[src/rtl/toggle_stream_encoder_pkg.sv]
// Shared types and helpers for the toggle-coded serial transmitter.
// Holds the frame state enum and the single-bit toggle encoding rule.
package tse_pkg;

   typedef enum logic [2:0] {
      IDLE = 3'd0,
      PRE  = 3'd1,
      DATA = 3'd2,
      PAR  = 3'd3,
      GAP  = 3'd4
   } tse_state_e;

   // tx=1 holds the receiver level and tx=0 flips it, so XNOR yields the bit that lands on d.
   function automatic logic tse_enc(input logic model, input logic d);
      return ~(model ^ d);
   endfunction

   function automatic int tse_max3(input int a, input int b, input int c);
      int m;
      m = a;
      if (b > m) m = b;
      if (c > m) m = c;
      return m;
   endfunction

endpackage

[src/rtl/toggle_rx_model.sv]
// Two-state toggle receiver: holds its level on in=1 and flips it on in=0.
// Resets to 1. Used as the transmitter's mirror of the far-end receiver.
module toggle_rx_model (
   input  logic clk,
   input  logic areset_n,
   input  logic rx_in,
   output logic rx_q
);

   logic rx_d;

   always_comb begin
      rx_d = rx_in ? rx_q : ~rx_q;
   end

   always_ff @(posedge clk or negedge areset_n) begin
      if (!areset_n) begin
         rx_q <= 1'b1;
      end else begin
         rx_q <= rx_d;
      end
   end

endmodule

[src/rtl/toggle_stream_encoder.sv]
// Transmit side of the toggle-coded serial line: frames each accepted word as
// preamble, LSB-first data, optional even parity and idle gap, toggle-encoded on tx.
module toggle_stream_encoder
   import tse_pkg::*;
#(
   parameter int DATA_W    = 8,
   parameter int PRE_LEN   = 2,
   parameter int PARITY_EN = 1,
   parameter int GAP_LEN   = 1
) (
   input  logic              clk,
   input  logic              areset_n,
   input  logic              s_valid,
   input  logic [DATA_W-1:0] s_data,
   output logic              s_ready,
   output logic              tx,
   output logic              model_q,
   output logic              busy,
   output logic              frame_done
);

   localparam int CNT_MAX = tse_max3(DATA_W, PRE_LEN, GAP_LEN);
   localparam int CNT_W   = $clog2(CNT_MAX) + 1;

   localparam logic [CNT_W-1:0] PRE_LAST  = CNT_W'(PRE_LEN - 1);
   localparam logic [CNT_W-1:0] DATA_LAST = CNT_W'(DATA_W - 1);
   localparam logic [CNT_W-1:0] GAP_LAST  = CNT_W'(GAP_LEN - 1);

   tse_state_e        state_q, state_d;
   logic [CNT_W-1:0]  cnt_q, cnt_d;
   logic [DATA_W-1:0] sreg_q, sreg_d;
   logic              par_q, par_d;
   logic              tx_q, tx_d;
   logic              done_q, done_d;
   logic              lvl_nxt;
   logic              emit;
   logic              tgt;

   always_comb begin
      state_d = state_q;
      cnt_d   = cnt_q;
      sreg_d  = sreg_q;
      par_d   = par_q;

      unique case (state_q)
         IDLE: begin
            if (s_valid) begin
               state_d = PRE;
               cnt_d   = '0;
               sreg_d  = s_data;
               par_d   = ^s_data;
            end
         end
         PRE: begin
            if (cnt_q == PRE_LAST) begin
               state_d = DATA;
               cnt_d   = '0;
            end else begin
               cnt_d = cnt_q + 1'b1;
            end
         end
         DATA: begin
            if (cnt_q == DATA_LAST) begin
               state_d = (PARITY_EN != 0) ? PAR : GAP;
               cnt_d   = '0;
            end else begin
               cnt_d = cnt_q + 1'b1;
            end
         end
         PAR: begin
            state_d = GAP;
            cnt_d   = '0;
         end
         GAP: begin
            if (cnt_q == GAP_LAST) begin
               state_d = IDLE;
               cnt_d   = '0;
            end else begin
               cnt_d = cnt_q + 1'b1;
            end
         end
         default: begin
            state_d = IDLE;
            cnt_d   = '0;
         end
      endcase

      // Receiver level once it has clocked the tx bit currently on the line.
      lvl_nxt = tx_q ? model_q : ~model_q;

      emit = 1'b0;
      tgt  = lvl_nxt;
      case (state_d)
         PRE: begin
            emit = 1'b1;
            tgt  = ~lvl_nxt;
         end
         DATA: begin
            emit   = 1'b1;
            tgt    = sreg_q[0];
            sreg_d = sreg_q >> 1;
         end
         PAR: begin
            emit = 1'b1;
            tgt  = par_q;
         end
         default: begin
            emit = 1'b0;
         end
      endcase

      tx_d   = emit ? tse_enc(lvl_nxt, tgt) : 1'b1;
      done_d = (state_d == GAP) && (cnt_d == GAP_LAST);
   end

   always_ff @(posedge clk or negedge areset_n) begin
      if (!areset_n) begin
         state_q <= IDLE;
         cnt_q   <= '0;
         sreg_q  <= '0;
         par_q   <= 1'b0;
         tx_q    <= 1'b1;
         done_q  <= 1'b0;
      end else begin
         state_q <= state_d;
         cnt_q   <= cnt_d;
         sreg_q  <= sreg_d;
         par_q   <= par_d;
         tx_q    <= tx_d;
         done_q  <= done_d;
      end
   end

   toggle_rx_model u_rx_model (
      .clk      (clk),
      .areset_n (areset_n),
      .rx_in    (tx_q),
      .rx_q     (model_q)
   );

   assign tx         = tx_q;
   assign frame_done = done_q;
   assign s_ready    = (state_q == IDLE);
   assign busy       = (state_q != IDLE);

endmodule

[config.mk]
export PLATFORM = sky130hd
export DESIGN_NAME = toggle_stream_encoder
export DESIGN_NICKNAME = d
export VERILOG_FILES = /design/src/rtl/toggle_stream_encoder_pkg.sv /design/src/rtl/toggle_rx_model.sv /design/src/rtl/toggle_stream_encoder.sv
export SDC_FILE = /design/constraint.sdc
export NUM_CORES = 1
export LEC_CHECK = 0
export BUFFER_PORTS_ARGS = -buffer_cell sky130_fd_sc_hd__buf_2
export CORE_MARGIN = 4
export CORE_UTILIZATION = 39
export CTS_CLUSTER_SIZE = 12
export DETAILED_ROUTE_END_ITERATION = 8
export PLACE_DENSITY = 0.57
export SLEW_MARGIN = 20
export SYNTH_ARGS = -nofsm -noshare
export SYNTH_HDL_FRONTEND = slang
export SYNTH_SLANG_ARGS = --single-unit
[constraint.sdc]
create_clock -name clk -period 2.6 [get_ports clk]
set_clock_uncertainty 0.15 [all_clocks]
set_input_delay 0.78 -clock clk [delete_from_list [all_inputs] [get_ports clk]]
set_output_delay 0.78 -clock clk [all_outputs]
set_load 0.05 [all_outputs]
==> summary.txt, run 1 <==
Status: finished, final reports clean
Area Overhead vs Synth: 14.2%
Relative slew slack: 71.1%
CP max FO: 4
Critical R2R Launch: cnt_q[1]$_DFF_PN0_
Post_cts resized: 0
Global-route usage over all layers: 12.1%
P_leak: 0.606 nW
Number of remaining DRC errors: 0
Commonest non-fill, non-tap cell in the layout: dfrtp_1
Worst slew pin tran: 0.431 ns
CTS Hold Buffers Added: 0
IO Port Bufs: 15
Routed vias: 919
Multi-input logic area: 633 µm²
Drt wl/cell: 13.7 µm
RSZ-0062 raised after global routing: false
Vias per cell: 5.50
Synth Flop Type: dfrtp_1
CP Launch Type: flip-flop
Die ar.: 3870 µm²
Worst r2r path cells: 7
Initial antenna violation count: 0
R2R setup slack: 0.37 ns
Fraction of registers with async set/reset: 100%
Setup crit end kind: primary output
Post-DP Area: 1280 µm²
Fillers: 278
H-Tree Depth: 1
Syn Nets: 130
VDD IR-drop max: 0.794 mV
Worst R2R End: sreg_q[2]$_DFFE_PN0P_
Core ar.: 2780 µm²
WL final: 2280 µm
Antenna Nets Post-Route: 0
DP HPWL: 1740 µm
Num ports: 16
Die width: 62.2 µm
Final setup fails: 0
Post-CTS setup buffer count: 0
Post-Synthesis Cells: 116
WP data arrival: 1.44 ns
Post-synth EDFFs: 0
Fmax: 423 MHz
Critical path type: flip-flop to primary output
Gr ovfl total: 0
Largest net degree at the start of global routing: 20
Slack of the critical path: 0.235 ns
Die Height: 62.2 µm
Antenna cell count: 0
Clk pin slew, worst setup/hold paths: 0.11 ns
Sink Count: 19
Hold Violations, Final: 0
Layout cells sized above 1: 24.3%
Commonest non-fill, non-tap cells in the layout: dfrtp_1 (17), buf_2 (15), nand2_1 (13)
Cell Rows: 19
Pwr/cell area: 1290 nW/µm²
Final net count: 151
Dpl ws: 0.369 ns
Iter 0 DRT Violations: 16
Synth Register Bits: 19
Setup TNS Final: 0 ns
Tcrit/Tclk final: 91.0%
Starting Density: 41.2%
Seq/Total Area, Yosys: 41.7%
Number of global-route vias before repair: 904
Max-cap violation count: 0
CTS tree: done
Worst Hold Class: input pin to async pin
Global placer's final weighted congestion: 0.816
Critical Path RT: 1.67 ns
Pre-antenna DRT Iters: 4
Mean Syn Cell Area: 9.87 µm²
Clock latency on the worst-skew pair: 0.29 ns
Clock root buffer: clkbuf_4
Fin. max-slew vios: 0
Cts bufs inserted: 3
First-pass GRT wire length: 3950 µm
Yosys cell types: 39
Clock buffer depth: 2
Synthesized area: 1140 µm²
Post-Layout Inst Area: 1310 µm²
FF/Latch Area: 478 µm²
Post-layout min period: 2.37 ns
Yosys warns: 0
[cells in the mapped netlist, drive strengths merged, types with 3 or more instances]
| master | number | area share [%] |
|---|---|---|
| a21oi | 5 | 3.2 |
| o21ai | 4 | 1.7 |
| ha | 3 | 3.3 |
| nor2 | 9 | 3.2 |
| dfrtp | 17 | 37 |
| a221o | 7 | 6.1 |
| xnor2 | 9 | 6.9 |
| clkbuf | 4 | 1.3 |
| or3b | 3 | 2.7 |
| inv | 5 | 1.6 |
| and2 | 8 | 4.4 |
| nand2 | 13 | 4.3 |
[stage by stage]
| step | std cells | util [%] | hold slack (ns) | power [mW] |
|---|---|---|---|---|
| after global routing | 167 | 47.0 | 0.284 | 1.82 |
| after detailed placement | 163 | 46.1 | 0.352 | 1.55 |
| after CTS | 167 | 47.0 | 0.271 | 1.70 |
| final | 167 | 47.0 | 0.257 | 1.69 |
| after global placement | 163 | 46.1 | 0.351 | 1.53 |
| after floorplan | 116 | - | 0.329 | 1.31 |
[power by group]
part           total [mW]  internal, mW  switching [mW]  leakage [nW]
Sequential          0.520         0.433          0.0863         0.238
Combinational        1.02         0.428           0.590         0.353
Clock               0.148        0.0595          0.0888        0.0150
Total                1.69         0.921           0.765         0.606
[registers in the layout, indices dropped and copies added, names as in the netlist]
signal	flops
tx	1
frame_done	1
cnt_q	4
u_rx_model.rx_q	1
state_q	3
sreg_q	8
par_q	1
[worst max path at each step]
stage / start / to / slack (ns) / depth (start not counted)
4_1_cts: state_q[0]$_DFF_PN0_ / s_ready / 0.22 / 3
3_3_place_gp: cnt_q[1]$_DFF_PN0_ / sreg_q[3]$_DFFE_PN0P_ / 0.42 / 7
5_1_grt: state_q[0]$_DFF_PN0_ / s_ready / 0.15 / 3
2_1_floorplan: state_q[1]$_DFF_PN0_ / s_ready / 0.06 / 3
6_report: state_q[0]$_DFF_PN0_ / s_ready / 0.23 / 3
3_5_place_dp: cnt_q[1]$_DFF_PN0_ / sreg_q[3]$_DFFE_PN0P_ / 0.37 / 7
[cell type report]
class	count	area share, %
inverter	5	1.44
multi-input combinational	88	48.4
timing repair buffer	20	8.61
tap	31	2.97
clock buffer	4	2.01
sequential	19	36.6
[routing by layer]
| metal | vias to the layer above | wire [µm] | global-route usage (%) |
|---|---|---|---|
| met5 | - | 0 | 0 |
| met4 | 0 | 16 | 4.07 |
| met3 | 2 | 101 | 3.06 |
| met2 | 19 | 1110 | 19.3 |
| met1 | 443 | 1060 | 16.0 |
| li1 | 455 | - | - |
[critical path, stage by stage, from the launching register on]
cell and delay, ns:
dfrtp_1 0.38, or3_1 0.44, inv_1 0.08, buf_2 0.25
[logic make-up (layout without fill, tap and decap cells)]
kind of cell	after synthesis	after routing	synth area share [%]
compound gates	26	26	18.1
xor+xnor	9	9	6.89
fa+ha+maj	4	4	4.15
mux	2	2	1.75
flops	19	19	41.7
buf+inv	9	29	2.95
simple gates	47	47	24.4
Power figures use the tool's default switching activity.
==> run 2, diff against run 1 <==
Settings changed: MAX_ROUTING_LAYER set to met4.
==> run 2 against run 1 <==
Effect of this change:
- worst setup slack worse by 0.0030 ns
- clock power about the same
- final cell count did not move
- cell area unchanged
- sequential power barely moved
- sequential share of layout area did not move
- global-route usage rose by 0.34 points
- utilization unchanged
- critical path depth stayed put
==> summary.txt, run 2 (same netlist as run 1, synthesis figures left out) <==
Clock buffer depth: 2 (unchanged)
Hold Violations, Final: 0 (unchanged)
Buf+Inv Stages, Crit Path: 2 (unchanged)
Global-route usage over all layers: 12.5% (+0.34 points)
Worst slew pin tran: 0.432 ns (+0.000713 ns)
Final net count: 151 (unchanged)
Gr ovfl total: 0 (unchanged)
Core ar.: 2780 µm² (unchanged)
Top reg by flops: sreg_q
Slack of the critical path: 0.232 ns (-0.00298 ns)
Drt wl/cell: 13.6 µm (-0.61%)
Die Height: 62.2 µm (unchanged)
Global placer's final weighted congestion: 0.828 (+1.5%)
Combinational power share: 60.3% (about the same)
Antenna cell count: 0 (unchanged)
Top flop regs: sreg_q x8, cnt_q x4, state_q x3
Crit-path cells: or3_1 > inv_1 > buf_2
Commonest non-fill, non-tap cell in the layout: dfrtp_1
Iter 0 DRT Violations: 21 (+5)
Routed vias: 907 (-1.3%)
P_leak: 0.606 nW (unchanged)
Largest net degree at the start of global routing: 20 (unchanged)
CTS tree: done
Final hold slack: 0.254 ns (-0.00286 ns)
Setup TNS Final: 0 ns (unchanged)
VDD IR-drop max: 0.793 mV (-0.13%)
Die ar.: 3870 µm² (unchanged)
CP Launch Type: flip-flop
Post-CTS setup buffer count: 0 (unchanged)
Number of global-route vias before repair: 904 (unchanged)
Pwr/cell area: 1290 nW/µm² (about the same)
DP HPWL: 1740 µm (unchanged)
Setup crit end kind: primary output
Crit-path slowest cell: or3_1
NetSw: 765 µW (about the same)
Total power draw: 1.69 mW (about the same)
Critical Path RT: 1.67 ns (about the same)
H-Tree Depth: 1 (unchanged)
WP data arrival: 1.44 ns (about the same)
IO Port Bufs: 15 (unchanged)
Clock latency on the worst-skew pair: 0.29 ns (about the same)
Clk pin slew, worst setup/hold paths: 0.11 ns (about the same)
Area Overhead vs Synth: 14.2% (unchanged)
Vias per cell: 5.43 (-1.3%)
Post-layout min period: 2.37 ns (+0.00298 ns)
Pre-antenna DRT Iters: 4 (unchanged)
WL final: 2270 µm (-0.61%)
Fmax: 422 MHz (-0.13%)
Fillers: 278 (unchanged)
Cts bufs inserted: 3 (unchanged)
Max reg flops: 8 (unchanged)
CTS Hold Buffers Added: 0 (unchanged)
Cell Rows: 19 (unchanged)
Max-cap violation count: 0 (unchanged)
Max incr delay on CP: 0.44 ns (about the same)
Antenna Nets Post-Route: 0 (unchanged)
Num ports: 16 (unchanged)
Initial antenna violation count: 0 (unchanged)
Dpl ws: 0.369 ns (unchanged)
Post_cts resized: 0 (unchanged)
Status: finished, final reports clean
Core Util, Final: 47.0% (unchanged)
Relative slew slack: 71.0% (about the same)
Family with the most delay on the worst path: simple AND/OR/NAND/NOR gates
Tcrit/Tclk final: 91.1% (+0.11 points)
Die width: 62.2 µm (unchanged)
Clock root buffer: clkbuf_4
Commonest non-fill, non-tap cells in the layout: dfrtp_1 (17), buf_2 (15), nand2_1 (13)
Worst Hold Class: input pin to async pin
First-pass GRT wire length: 3950 µm (-0.18%)
Fin. max-slew vios: 0 (unchanged)
Post-DP Area: 1280 µm² (unchanged)
Number of remaining DRC errors: 0 (unchanged)
Sequential Power Share: 30.8% (about the same)
Switching Share: 45.4% (about the same)
Sink Count: 19 (unchanged)
CP max FO: 4 (unchanged)
Layout cells sized above 1: 24.3% (unchanged)
RSZ-0062 raised after global routing: false
Placed cell count: 163 (unchanged)
Starting Density: 41.2% (unchanged)
Post-Layout Inst Area: 1310 µm² (unchanged)
Final setup fails: 0 (unchanged)
Critical path type: flip-flop to primary output
Clock power frac: 8.9% (about the same)
Fin cells: 167 (unchanged)
Internal: 921 µW (about the same)
-- run 2: final cells by class --
cell class	count	area, µm²	share of cell area [%]
clock buffers	4	26.3	2.01
inverters	5	18.8	1.44
repair buffers	20	113	8.61
multi-input cells	88	633	48.4
flip-flops and latches	19	478	36.6
well taps	31	38.8	2.97
-- run 2: metal layers --
layer	vias to the layer above	GRT usage [%]	part of all wire (%)
met3	2	2.88	3.9
met1	436	16.1	46
li1	455	-	-
met5	-	-	0
met4	0	4.07	0.62
met2	14	19.3	49
-- run 2: power by group through the flow --
stage | logic [mW] | registers [mW] | clock network (mW)
finish | 1.02 | 0.519 | 0.149
global route | 1.12 | 0.540 | 0.162
CTS | 1.03 | 0.520 | 0.154
detailed placement | 1.02 | 0.524 | 0
global placement | 1.01 | 0.522 | 0
floorplan | 0.717 | 0.588 | 0
-- run 2: worst paths after layout --
kind	start	endpoint	slack (ns)	depth (start not counted)
min	areset_n	par_q$_DFFE_PN0P_	0.25	1
min in group clk	sreg_q[2]$_DFFE_PN0P_	sreg_q[1]$_DFFE_PN0P_	0.38	1
min reg2reg	sreg_q[2]$_DFFE_PN0P_	sreg_q[1]$_DFFE_PN0P_	0.38	1
max in group asynchronous	areset_n	u_rx_model.rx_q$_DFF_PN1_	1.72	1
max	state_q[0]$_DFF_PN0_	s_ready	0.23	3
max reg2reg	cnt_q[1]$_DFF_PN0_	sreg_q[2]$_DFFE_PN0P_	0.36	7
==> run 3, diff against run 2 <==
--- a/config.mk
+++ b/config.mk
@@ -10,3 +10,3 @@
 export CORE_UTILIZATION = 39
-export CTS_CLUSTER_SIZE = 12
+export CTS_CLUSTER_SIZE = 25
 export DETAILED_ROUTE_END_ITERATION = 8
@@ -17,2 +17,3 @@
 export SYNTH_HDL_FRONTEND = slang
+export SYNTH_HIERARCHICAL = 1
 export SYNTH_SLANG_ARGS = --single-unit
==> constraint.sdc (replaced) <==
create_clock -name clk -period 2.6 [get_ports clk]
set_clock_uncertainty 0.15 [all_clocks]
set_input_delay 0.26 -clock clk [delete_from_list [all_inputs] [get_ports clk]]
set_output_delay 0.26 -clock clk [all_outputs]
set_load 0.05 [all_outputs]
==> run 3 against run 2 <==
Effect of this change:
- via count grew 0.11%
- non-clock buffer count shrank 3
- clock-buffer cell count unchanged
- cell area shrank 2.8%
- hold slack got worse by 0.20 ns
- register-to-register slack improved by 0.04 ns
- sequential share of layout area grew 1.0 points
- sequential power increased by 9.6%
- sequential cell count unchanged
- critical endpoint is now frame_done$_DFF_PN0_
- largest cell class unchanged
- highest routed layer unchanged
==> summary.txt, run 3 <==
Setup TNS Final: 0 ns (unchanged)
Total power draw: 1.53 mW (-9.0%)
Area Overhead vs Synth: 9.01%
WP data arrival: 2.26 ns (+0.82 ns)
Critical Path RT: 2.66 ns (+0.99 ns)
DP HPWL: 1680 µm (-3.8%)
CP max FO: 3 (-1)
Setup crit end kind: flip-flop
Clock root buffer: clkbuf_4
Die width: 62.7 µm (+0.80%)
Layout cells sized above 1: 19.6% (-4.7 points)
Top cell type's share of synthesized area: 36.5% (-0.68 points)
Fraction of registers with async set/reset: 100% (unchanged)
Yosys cell types: 39 (unchanged)
Fin. max-slew vios: 0 (unchanged)
Drt wl/cell: 13.4 µm (-1.6%)
Status: finished, final reports clean
Pre-antenna DRT Iters: 4 (unchanged)
Tcrit/Tclk final: 84.8% (-6.3 points)
H-Tree Depth: 1 (unchanged)
Commonest non-fill, non-tap cell in the layout: dfrtp_1
Top flop regs: sreg_q x8, cnt_q x4, state_q x3
Max-cap violation count: 0 (unchanged)
First-pass GRT wire length: 4000 µm (+1.4%)
Seq/Total Area, Yosys: 41.0% (-0.76 points)
Global placer's final weighted congestion: 0.946 (+14%)
Antenna cell count: 0 (unchanged)
Final net count: 153 (+1.3%)
Sink Count: 19 (unchanged)
Antenna Nets Post-Route: 0 (unchanged)
Mean Syn Cell Area: 9.56 µm² (-3.2%)
Synthesized area: 1170 µm² (+1.9%)
Num ports: 16 (unchanged)
Post-layout min period: 2.20 ns (-0.164 ns)
Initial antenna violation count: 0 (unchanged)
Cts bufs inserted: 3 (unchanged)
Area contributors post-synth: dfrtp_1 (36%), xnor2_1 (6.8%), a22oi_1 (5.2%)
CP Launch Type: flip-flop
Fmax: 454 MHz (+7.4%)
Yosys top cell by area: dfrtp_1
WL final: 2260 µm (-0.44%)
Final setup fails: 0 (unchanged)
Relative slew slack: 69.7% (-1.3 points)
Critical path type: flip-flop to flip-flop
CTS tree: done
Number of remaining DRC errors: 0 (unchanged)
Post-synth EDFFs: 0 (unchanged)
IO Port Bufs: 15 (unchanged)
VDD IR-drop max: 0.422 mV (-47%)
Starting Density: 41.6% (+0.41 points)
P_leak: 0.554 nW (-8.6%)
Worst Hold Class: input pin to flip-flop
Clk pin slew, worst setup/hold paths: 0.11 ns (about the same)
Synth Flop Type: dfrtp_1
Vias per cell: 5.37 (-1.1%)
Top-count cell post-synth: dfrtp_1
Pwr/cell area: 1210 nW/µm² (-6.4%)
Number of global-route vias before repair: 832 (-8.0%)
Synth top cells by count: dfrtp_1 (17), inv_1 (13), o21ai_0 (11)
Synth Register Bits: 19 (unchanged)
Yosys warns: 6 (+6)
Clock latency on the worst-skew pair: 0.29 ns (about the same)
Routed vias: 908 (+0.11%)
Hold Violations, Final: 0 (unchanged)
Core ar.: 2810 µm² (+0.85%)
Cell Rows: 19 (unchanged)
Worst slew pin tran: 0.443 ns (+0.0114 ns)
Max reg flops: 8 (unchanged)
Fillers: 279 (+0.36%)
Syn Nets: 136 (+4.6%)
Clock buffer depth: 2 (unchanged)
Die ar.: 3930 µm² (+1.6%)
Largest net degree at the start of global routing: 20 (unchanged)
Top reg by flops: sreg_q
Commonest non-fill, non-tap cells in the layout: dfrtp_1 (17), buf_2 (15), inv_1 (13)
Iter 0 DRT Violations: 37 (+76%)
RSZ-0062 raised after global routing: false
Die Height: 62.7 µm (+0.80%)
Gr ovfl total: 0 (unchanged)
Post-Synthesis Cells: 122 (+5.2%)
Global-route usage over all layers: 13.0% (+0.47 points)
==> run 3: cell types whose count changed in the layout (fill, tap and decap cells not counted), moves of 2 or more <==
| cell | change |
|---|---|
| and2_1 | -7 |
| nor2_1 | +2 |
| nand2_1 | -6 |
| a22oi_1 | +8 |
| xor2_1 | +2 |
| a221o_1 | -7 |
| nand2b_1 | +2 |
| or2_2 | -2 |
| o21ai_0 | +8 |
| a21oi_1 | +2 |
| inv_1 | +8 |
| buf_4 | -4 |
==> run 3: through the flow <==
stage | util [%] | worst slack, ns | area, µm² | hold WS (ns) | std cells
floorplan | - | 0.336 | 1170 | -0.186 | 122
global placement | 44.0 | 0.480 | 1230 | 0.0849 | 164
detailed placement | 44.0 | 0.436 | 1230 | 0.0866 | 164
CTS | 45.3 | 0.399 | 1270 | 0.0341 | 169
global route | 45.3 | 0.270 | 1270 | 0.0359 | 169
finish | 45.3 | 0.396 | 1270 | 0.0546 | 169
==> run 3: what timing repair did <==
action | 4_1_cts | 5_1_grt
gates resized for setup | 0 | 0
hold endpoints to repair | 17 | 0
buffers inserted | 0 | 0
hold buffers | 1 | 0
==> run 3: layer usage <==
| layer | vias to the layer above | global-route usage, % | wire, µm |
|---|---|---|---|
| met5 | - | - | 0 |
| met4 | 0 | 4.13 | 29 |
| met3 | 4 | 2.88 | 96 |
| met2 | 23 | 18.0 | 993 |
| met1 | 423 | 18.6 | 1140 |
| li1 | 458 | - | - |
==> run 3: area by class of cell <==
cell class | count | area (µm²) | share of cell area, %
flip-flops and latches | 19 | 478 | 37.6
repair buffers | 17 | 92.6 | 7.28
multi-input cells | 85 | 587 | 46.2
clock buffers | 4 | 26.3 | 2.07
inverters | 13 | 48.8 | 3.84
well taps | 31 | 38.8 | 3.05
==> run 3: worst max-delay path, cell delays in order (launching register included) <==
cell,delay (ns)
dfrtp_1,0.43
inv_1,0.11
ha_1,0.20
or3b_1,0.39
a32oi_2,0.23
nand2b_1,0.12
o22a_1,0.23
nor4b_2,0.27
==> run 3: cells by family after synthesis <==
group,count (synthesis),share of synthesized area (%)
simple gates,35,17.1
compound gates,34,19.6
flops,19,41.0
buf+inv,18,9.12
xor+xnor,11,8.26
fa+ha+maj,4,4.08
mux,1,0.858
==> run 3: path summary, 6_finish.rpt <==
kind	start	end	slack, ns	cells after the start
setup / recovery	cnt_q[1]$_DFF_PN0_	frame_done$_DFF_PN0_	0.40	7
hold / removal	s_valid	cnt_q[1]$_DFF_PN0_	0.05	2
setup reg to reg	cnt_q[1]$_DFF_PN0_	frame_done$_DFF_PN0_	0.40	7
max in group asynchronous	areset_n	tx$_DFF_PN1_	1.68	2
hold reg to reg	tx$_DFF_PN1_	u_rx_model/rx_q$_DFFE_PN1N_	0.36	1
min in group asynchronous	areset_n	cnt_q[1]$_DFF_PN0_	0.28	2
==> run 3: where the power goes <==
part	switching [mW]	internal, mW
logic	0.497	0.319
clock network	0.0889	0.0597
registers	0.139	0.430
total	0.725	0.809
